[src/rtl/itlb_4kb_sfence_walker.sv]
// -----------------------------------------------------------------------------
// itlb_4kb_sfence_walker
//
// Sequential SFENCE.VMA invalidation engine for the ITLB 4KB page array.
// One flush request is accepted in IDLE. The engine then reads ITLB sets
// through a 1-cycle-latency read port. For every valid way, it rebuilds the
// full VPN from the stored tag and the set index by undoing the index hash
// (index = VPN[W-1:0] ^ VPN[2W-1:W]). It then issues a per-set way-mask
// invalidate. While the walker is busy, the fill path must stall.
//
// Optional feature macro: ITLB_SFENCE_FULL_SWEEP_EN
//   defined   : VPN-specific flushes also sweep every set.
//   undefined : VPN-specific flushes read only the hashed set.
//
// Ports
//   CLK, nRST                  clock, async active-low reset
//   sfence_valid/ready         request handshake (ready only in IDLE)
//   sfence_VPN_specific        rs1 != x0, compare VPN
//   sfence_ASID_specific       rs2 != x0, compare ASID (non-global only)
//   sfence_VPN, sfence_ASID    request operands
//   array_read_valid/index     set read request (data returns next cycle)
//   array_read_*_by_way        returned valid/tag/ASID/G bits per way
//   array_inv_valid/index/
//   array_inv_way_mask         invalidate strobe, driven in CHECK only
//   busy                       high in READ, CHECK and DONE
//   done                       one-cycle completion pulse
// -----------------------------------------------------------------------------
module itlb_4kb_sfence_walker #(
  parameter int ASID_WIDTH               = 9,
  parameter int VPN_WIDTH                = 20,
  parameter int ITLB_4KBPAGE_INDEX_WIDTH = 4,
  parameter int ITLB_4KBPAGE_ASSOC       = 4
) (
  input  logic                                                    CLK,
  input  logic                                                    nRST,
  input  logic                                                    sfence_valid,
  output logic                                                    sfence_ready,
  input  logic                                                    sfence_VPN_specific,
  input  logic                                                    sfence_ASID_specific,
  input  logic [VPN_WIDTH-1:0]                                    sfence_VPN,
  input  logic [ASID_WIDTH-1:0]                                   sfence_ASID,
  output logic                                                    array_read_valid,
  output logic [ITLB_4KBPAGE_INDEX_WIDTH-1:0]                     array_read_index,
  input  logic [ITLB_4KBPAGE_ASSOC-1:0]                           array_read_valid_by_way,
  input  logic [ITLB_4KBPAGE_ASSOC*(VPN_WIDTH-ITLB_4KBPAGE_INDEX_WIDTH)-1:0] array_read_tag_by_way,
  input  logic [ITLB_4KBPAGE_ASSOC*ASID_WIDTH-1:0]                array_read_ASID_by_way,
  input  logic [ITLB_4KBPAGE_ASSOC-1:0]                           array_read_global_by_way,
  output logic                                                    array_inv_valid,
  output logic [ITLB_4KBPAGE_INDEX_WIDTH-1:0]                     array_inv_index,
  output logic [ITLB_4KBPAGE_ASSOC-1:0]                           array_inv_way_mask,
  output logic                                                    busy,
  output logic                                                    done
);

  localparam int IW        = ITLB_4KBPAGE_INDEX_WIDTH;
  localparam int NW        = ITLB_4KBPAGE_ASSOC;
  localparam int TAG_WIDTH = VPN_WIDTH - ITLB_4KBPAGE_INDEX_WIDTH;

  typedef enum logic [1:0] {
    ST_IDLE  = 2'd0,
    ST_READ  = 2'd1,
    ST_CHECK = 2'd2,
    ST_DONE  = 2'd3
  } state_t;

  state_t                  state_r;
  state_t                  state_s;
  logic [IW-1:0]           idx_r;
  logic                    vpn_spec_r;
  logic                    asid_spec_r;
  logic                    single_r;
  logic [VPN_WIDTH-1:0]    vpn_r;
  logic [ASID_WIDTH-1:0]   asid_r;
  logic                    single_s;
  logic                    last_set_s;
  logic [NW-1:0]           mask_s;

  // Set index a given VPN hashes to.
  function automatic logic [IW-1:0] hash_index(input logic [VPN_WIDTH-1:0] vpn);
    return vpn[IW-1:0] ^ vpn[2*IW-1:IW];
  endfunction

  // Per-way match mask for the set currently returned by the read port.
  // The stored tag holds VPN[VPN_WIDTH-1:W]. The low field is recovered as
  // idx ^ tag[W-1:0] because the index was formed by XORing those two fields.
  function automatic logic [NW-1:0] match_mask(
    input logic [IW-1:0]            idx,
    input logic                     vpn_spec,
    input logic                     asid_spec,
    input logic [VPN_WIDTH-1:0]     vpn,
    input logic [ASID_WIDTH-1:0]    asid,
    input logic [NW-1:0]            valid_by_way,
    input logic [NW*TAG_WIDTH-1:0]  tag_by_way,
    input logic [NW*ASID_WIDTH-1:0] asid_by_way,
    input logic [NW-1:0]            global_by_way
  );
    logic [NW-1:0]         m;
    logic [TAG_WIDTH-1:0]  tag;
    logic [VPN_WIDTH-1:0]  entry_vpn;
    logic [ASID_WIDTH-1:0] entry_asid;
    logic                  hit;
    m = {NW{1'b0}};
    for (int w = 0; w < NW; w++) begin
      tag        = tag_by_way[w*TAG_WIDTH +: TAG_WIDTH];
      entry_vpn  = {tag, idx ^ tag[IW-1:0]};
      entry_asid = asid_by_way[w*ASID_WIDTH +: ASID_WIDTH];
      hit        = valid_by_way[w];
      if (vpn_spec && (entry_vpn != vpn)) begin
        hit = 1'b0;
      end else begin
        hit = hit;
      end
      // Global mappings survive an ASID-specific fence.
      if (asid_spec && ((entry_asid != asid) || global_by_way[w])) begin
        hit = 1'b0;
      end else begin
        hit = hit;
      end
      m[w] = hit;
    end
    return m;
  endfunction

  // Single-set lookup decision for an incoming request.
  always_comb begin
`ifdef ITLB_SFENCE_FULL_SWEEP_EN
    single_s = 1'b0;
`else
    single_s = sfence_VPN_specific;
`endif
  end

  // Last-set detection and match mask for the current set.
  always_comb begin
    last_set_s = (idx_r == {IW{1'b1}});
    mask_s     = match_mask(idx_r, vpn_spec_r, asid_spec_r, vpn_r, asid_r,
                            array_read_valid_by_way, array_read_tag_by_way,
                            array_read_ASID_by_way, array_read_global_by_way);
  end

  // State register, request latch and sweep index.
  always_ff @(posedge CLK or negedge nRST) begin
    if (!nRST) begin
      state_r     <= ST_IDLE;
      idx_r       <= {IW{1'b0}};
      vpn_spec_r  <= 1'b0;
      asid_spec_r <= 1'b0;
      single_r    <= 1'b0;
      vpn_r       <= {VPN_WIDTH{1'b0}};
      asid_r      <= {ASID_WIDTH{1'b0}};
    end else begin
      state_r <= state_s;
      case (state_r)
        ST_IDLE: begin
          if (sfence_valid) begin
            vpn_spec_r  <= sfence_VPN_specific;
            asid_spec_r <= sfence_ASID_specific;
            single_r    <= single_s;
            vpn_r       <= sfence_VPN;
            asid_r      <= sfence_ASID;
            idx_r       <= single_s ? hash_index(sfence_VPN) : {IW{1'b0}};
          end
        end
        ST_CHECK: begin
          // The index never wraps. The last set goes to DONE instead.
          if (!(single_r || last_set_s)) begin
            idx_r <= idx_r + {{(IW-1){1'b0}}, 1'b1};
          end
        end
        default: begin
        end
      endcase
    end
  end

  // Next-state logic.
  always_comb begin
    state_s = state_r;
    case (state_r)
      ST_IDLE: begin
        if (sfence_valid) begin
          state_s = ST_READ;
        end else begin
          state_s = ST_IDLE;
        end
      end
      ST_READ: begin
        state_s = ST_CHECK;
      end
      ST_CHECK: begin
        if (single_r || last_set_s) begin
          state_s = ST_DONE;
        end else begin
          state_s = ST_READ;
        end
      end
      ST_DONE: begin
        state_s = ST_IDLE;
      end
      default: begin
        state_s = ST_IDLE;
      end
    endcase
  end

  // Outputs decoded from the state. Reset forces IDLE, so every output
  // except sfence_ready drops at once.
  always_comb begin
    sfence_ready       = 1'b0;
    busy               = 1'b0;
    done               = 1'b0;
    array_read_valid   = 1'b0;
    array_read_index   = {IW{1'b0}};
    array_inv_valid    = 1'b0;
    array_inv_index    = {IW{1'b0}};
    array_inv_way_mask = {NW{1'b0}};
    case (state_r)
      ST_IDLE: begin
        sfence_ready = 1'b1;
      end
      ST_READ: begin
        busy             = 1'b1;
        array_read_valid = 1'b1;
        array_read_index = idx_r;
      end
      ST_CHECK: begin
        busy               = 1'b1;
        array_inv_valid    = |mask_s;
        array_inv_index    = idx_r;
        array_inv_way_mask = mask_s;
      end
      ST_DONE: begin
        busy = 1'b1;
        done = 1'b1;
      end
      default: begin
        sfence_ready = 1'b0;
      end
    endcase
  end

endmodule

[config.mk]
export PLATFORM = sky130hd
export DESIGN_NAME = itlb_4kb_sfence_walker
export DESIGN_NICKNAME = d
export VERILOG_FILES = /design/src/rtl/itlb_4kb_sfence_walker.sv
export SDC_FILE = /design/constraint.sdc
export NUM_CORES = 1
export LEC_CHECK = 0
export BUFFER_PORTS_ARGS = -buffer_cell sky130_fd_sc_hd__buf_2
export CORE_AREA = 2 2 74 104
export CTS_CLUSTER_DIAMETER = 60
export DETAILED_ROUTE_END_ITERATION = 10
export DIE_AREA = 0 0 76 106
export GPL_TIMING_DRIVEN = 0
export PLACE_DENSITY = 0.77
export SYNTH_ARGS = -nofsm -noshare
export SYNTH_HDL_FRONTEND = slang
export SYNTH_SLANG_ARGS = --single-unit
export TNS_END_PERCENT = 100
[constraint.sdc]
create_clock -name CLK -period 2 [get_ports CLK]
set_input_delay 0.1 -clock CLK [delete_from_list [all_inputs] [get_ports CLK]]
set_output_delay 0.1 -clock CLK [all_outputs]
set_load 0.03 [all_outputs]
# Word-level counts from Yosys, hierarchy flattened
# Cells that the tools add are included.
# totals
ff_bits,37
elab_cells,68
output_inout_bits,17
# op_classes
eq_ne,14
reduce_logical,19
addsub,1
muxes,23
bitwise,5
# op_table
cell,count
inequality test 20 bit,4
inequality test 9 bit,4
2-to-1 mux 4 bit,6
XOR 4 bit,5
2-to-1 mux 1 bit,14
logical AND 1 bit,8
case mux 2 bit (4 select lines),1
case mux 4 bit (2 select lines),1
logical OR 1 bit,5
adder 4 x 1 -> 4 bit (second input constant),1
== test 2 bit (second input constant),2
== test 4 bit (second input constant),1
inequality test 2 bit (second input constant),2
OR reduction 4 bit,1
AND reduction 3 bit,1
OR reduction 3 bit,1
== test 2 x 1 -> 1 bit (second input constant),1
zero test 2 bit,1
2-to-1 mux 2 bit,1
AND reduction 2 bit,1
nonzero test 2 bit,1

# Logic depth before layout (Yosys ltp)
# logic_depth
depth_word,7
depth_mapped,7
depth_no_buf,6

# Worst setup path before layout
# No wires, ideal clock.
# synth_path
path_type,reg-to-reg
from,register state_r[0]
to,register vpn_r[15]
arrival_time_ns,1.760
path_buffers,2
path_stages_with_launch,6
slack_ns,0.115
required_ns,1.875
setup_ns,0.125
period_less_slack_ns,1.885
cell_sequence,dfrtp_1 -> nor2_1 -> and2_1 -> buf_2 -> buf_2 -> mux2_2
# synth_between
elab_chain_len,2
# synth_lines
element,line_no,text
start: declaration,66,state_t state_r;
start signal: assignment,152,state_r <= state_s;
zero test 2 bit,153,case (state_r)
AND reduction 2 bit (no source line),-,
end signal: assignment,149,vpn_r <= {VPN_WIDTH{1'b0}};
end signal: assignment,159,vpn_r <= sfence_VPN;
end: declaration,72,logic [VPN_WIDTH-1:0] vpn_r;
# Every way passes these cells.
# A chain may end at the register's enable or synchronous reset.

# Worst setup path after layout
# layout_path
from,register vpn_r[13]
to,output array_inv_valid
# layout_between
elab_chain_len,6
# layout_lines
element,line_no,text
inequality test 20 bit,108,if (vpn_spec && (entry_vpn != vpn)) begin
logical AND 1 bit,108,
2-to-1 mux 1 bit,108,
2-to-1 mux 1 bit,114,if (asid_spec && ((entry_asid != asid) || global_by_way[w])) begin
OR reduction 4 bit *,228,array_inv_valid = |mask_s;
2-to-1 mux 1 bit *,217,case (state_r)
end: declaration,48,"output logic array_inv_valid,"
# Mark *: on every way between the ends. The rest lies on a longest branch, timed or not.

==> results.json <==
{
  "status": "complete, but fails checks",
  "violations": "negative setup slack",
  "hold_class": "input pin to flip-flop",
  "rows": 37,
  "fp.dieH_um": 106,
  "dr.pass1.iters": 4,
  "layout.nets": 612,
  "insertion_delay_ns": 0.29,
  "mostFrequentLayoutCells": "158 x buf_2, 70 x xor2_1, 48 x xnor2_1, 20 x mux2_1, 20 x dfrtp_2",
  "worst-path-max-fanout": 5,
  "finalSetupTns_ns": -1.04,
  "antenna_found_initial": 0,
  "setup_ws_ns": -0.297,
  "synth_cell_type_count": 34,
  "cts-root-buf": "clkbuf_8",
  "setup_viol": 5,
  "final_cell_area_um2": 4370,
  "drive_gt1_share_pct": 53.2,
  "place_area_um2": 4010,
  "syn-num-nets": 453,
  "die_area_um2": 8060,
  "diodes": 0,
  "start_util_pct": 43.2,
  "grt_max_degree": 38,
  "maxSlewHeadroom_pct": 42.8,
  "htree_levels": 2,
  "syn_area_per_cell_um2": 10.0,
  "netlist_instances": 310,
  "ctsLongestPathBuffers": 2,
  "io_buffer_count": 158,
  "finalCritPeriodShare_pct": 115,
  "finalHoldViolCount": 0,
  "leakage_nw": 1.95,
  "tritoncts": "done",
  "cts.sinks": 37,
  "ir_drop_v": 0.000757,
  "timing.fmax_mhz": 435,
  "routed_wl_mm": 9.65,
  "power.density_nw_per_um2": 1410,
  "worst_pin_slew_ns": 0.858,
  "gp_congestion": 0.872,
  "synth.ff_latch_count": 37,
  "netlist_area_um2": 3100,
  "cp-end-kind": "output port",
  "clock_skew_ns": 0.0118,
  "dieWidth_um": 76,
  "vias": 2861,
  "startpoint_type": "flip-flop",
  "cts.clk_slew.worst_paths_ns": 0.09,
  "grt_pass1_vias": 3083,
  "rsz0062_at_grt": "yes",
  "slew_viol_final": 0,
  "crit_required_ns": 1.90,
  "drt_iter0_drc": 69,
  "dp_hpwl_mm": 7.57,
  "syn_to_final_growth_pct": 41.1,
  "wire_per_inst_um": 17.0,
  "final_common_cell": "buf_2",
  "core_area_um2": 7180,
  "vias_per_cell": 5.05,
  "grt_pass1_wl_mm": 15.0,
  "layout_min_cycle_time_ns": 2.30,
  "overflow": 0,
  "pin_count": 159,
  "grt_use_total_pct": 23.7,
  "yosysSeqAreaShare_pct": 29.9,
  "crit_type": "flip-flop to output port",
  "detail_route.drc_violations": 0,
  "fill_cells": 616,
  "ant_nets": 0,
  "post-route-util_pct": 61.0,
  "critical_path_arrival_ns": 2.20,
  "yosysWarningCount": 0,
  "cts_buffers": 5,
  "drv_cap": 0
}
synthesized netlist by cell type:
cell,n,area [um2]
a41oi_2,1,16.3
nand4b_1,4,35.0
a31oi_1,3,18.8
o41ai_1,3,26.3
xnor2_1,48,420
clkbuf_1,17,63.8
and3_1,1,6.26
o21ai_1,4,20.0
ha_1,1,12.5
xor2_1,72,631
xnor2_4,1,27.5
mux2_1,20,225
mux2_2,11,124
xor2_2,3,48.8
nor2_1,7,26.3
or2_2,1,6.26
o41ai_4,1,27.5
nor3b_1,1,7.51
and2_2,2,15.0
o21bai_1,1,7.51
o21ai_0,5,25.0
dfrtp_1,37,926
a21oi_2,1,8.76
a21oi_1,2,10.0
nor4_1,16,100
nor3_1,2,10.0
a211oi_1,1,7.51
and2_1,8,50.1
nor2b_1,2,12.5
nand3_1,6,30.0
nand4_1,12,75.1
inv_1,2,7.51
nand2b_1,1,6.26
buf_2,13,65.1
worst paths after layout:
kind                                        end  slack (ns)  cells after the start           start
min in group asynchronous             asid_r[5]        0.45                      2            nRST
worst min register to register         vpn_r[0]        0.60                      1        vpn_r[0]
worst max-delay path            array_inv_valid       -0.30                      7       vpn_r[13]
worst min-delay path                  asid_r[0]        0.02                      2  sfence_ASID[0]
worst max register to register         idx_r[1]        0.25                      6        idx_r[0]
max in group asynchronous             vpn_r[16]        0.95                      2            nRST
timing repair:
action	4_1_cts	5_1_grt
setup endpoints to repair	5	5
hold buffers	1	0
gates resized for setup	37	16
hold endpoints to repair	37	0
pin swaps	31	17
setup buffers	9	6
worst max-delay path, cell delays in order, from the launching register on:
cell,delay [ns]
dfrtp_2,0.47
xor2_1,0.20
nor4_2,0.37
nand4_1,0.16
o21ai_2,0.20
nand3_2,0.13
a41oi_2,0.20
buf_6,0.17
metrics by stage:
stage	hold WS, ns	power [mW]	worst slack, ns	cells
6_report	0.0182	6.16	-0.297	567
5_1_grt	0.00936	6.59	-0.397	567
4_1_cts	0.0131	5.96	-0.325	563
3_5_place_dp	0.258	4.99	-0.357	565
3_3_place_gp	0.257	4.88	-0.332	565
2_1_floorplan	-0.196	4.08	0.115	310
cells by family after synthesis:
| group | count (synthesis) | share of synthesized area, % |
|---|---|---|
| XOR/XNOR | 124 | 36.4 |
| AND/OR/NAND/NOR | 63 | 12.3 |
| flip-flops | 37 | 29.9 |
| buffers and inverters | 32 | 4.40 |
| multiplexers | 31 | 11.3 |
| AO/OA/AOI/OAI | 22 | 5.41 |
| adder cells (fa/ha/maj) | 1 | 0.404 |
area by class of cell:
cell class	count	area, um2	share of cell area, %
buffer	8	36.3	0.830
clock inverter	3	46.3	1.06
clock buffer	5	68.8	1.57
timing repair buffer	174	930	21.3
tap	97	121	2.77
sequential	37	951	21.7
multi-input combinational	241	2210	50.6
inverter	2	7.51	0.172
flip-flops by register name, summed over array words and instances, names as in the netlist:
signal and flops:
asid_spec_r 1, idx_r 4, vpn_r 20, state_r 2, single_r 1, asid_r 9
per-layer routing:
| layer | share of wire (%) | GRT usage, % |
|---|---|---|
| met5 | 0 | 0 |
| met4 | 4.3 | 11.7 |
| met3 | 5.7 | 3.82 |
| met2 | 54 | 45.7 |
| met1 | 36 | 24.7 |
report_power, final:
| group | total, mW | switching (mW) | internal [mW] |
|---|---|---|---|
| logic | 3.60 | 1.77 | 1.83 |
| clock network | 0.662 | 0.289 | 0.373 |
| registers | 1.90 | 0.736 | 1.16 |
(Power assumes the default switching activity.)
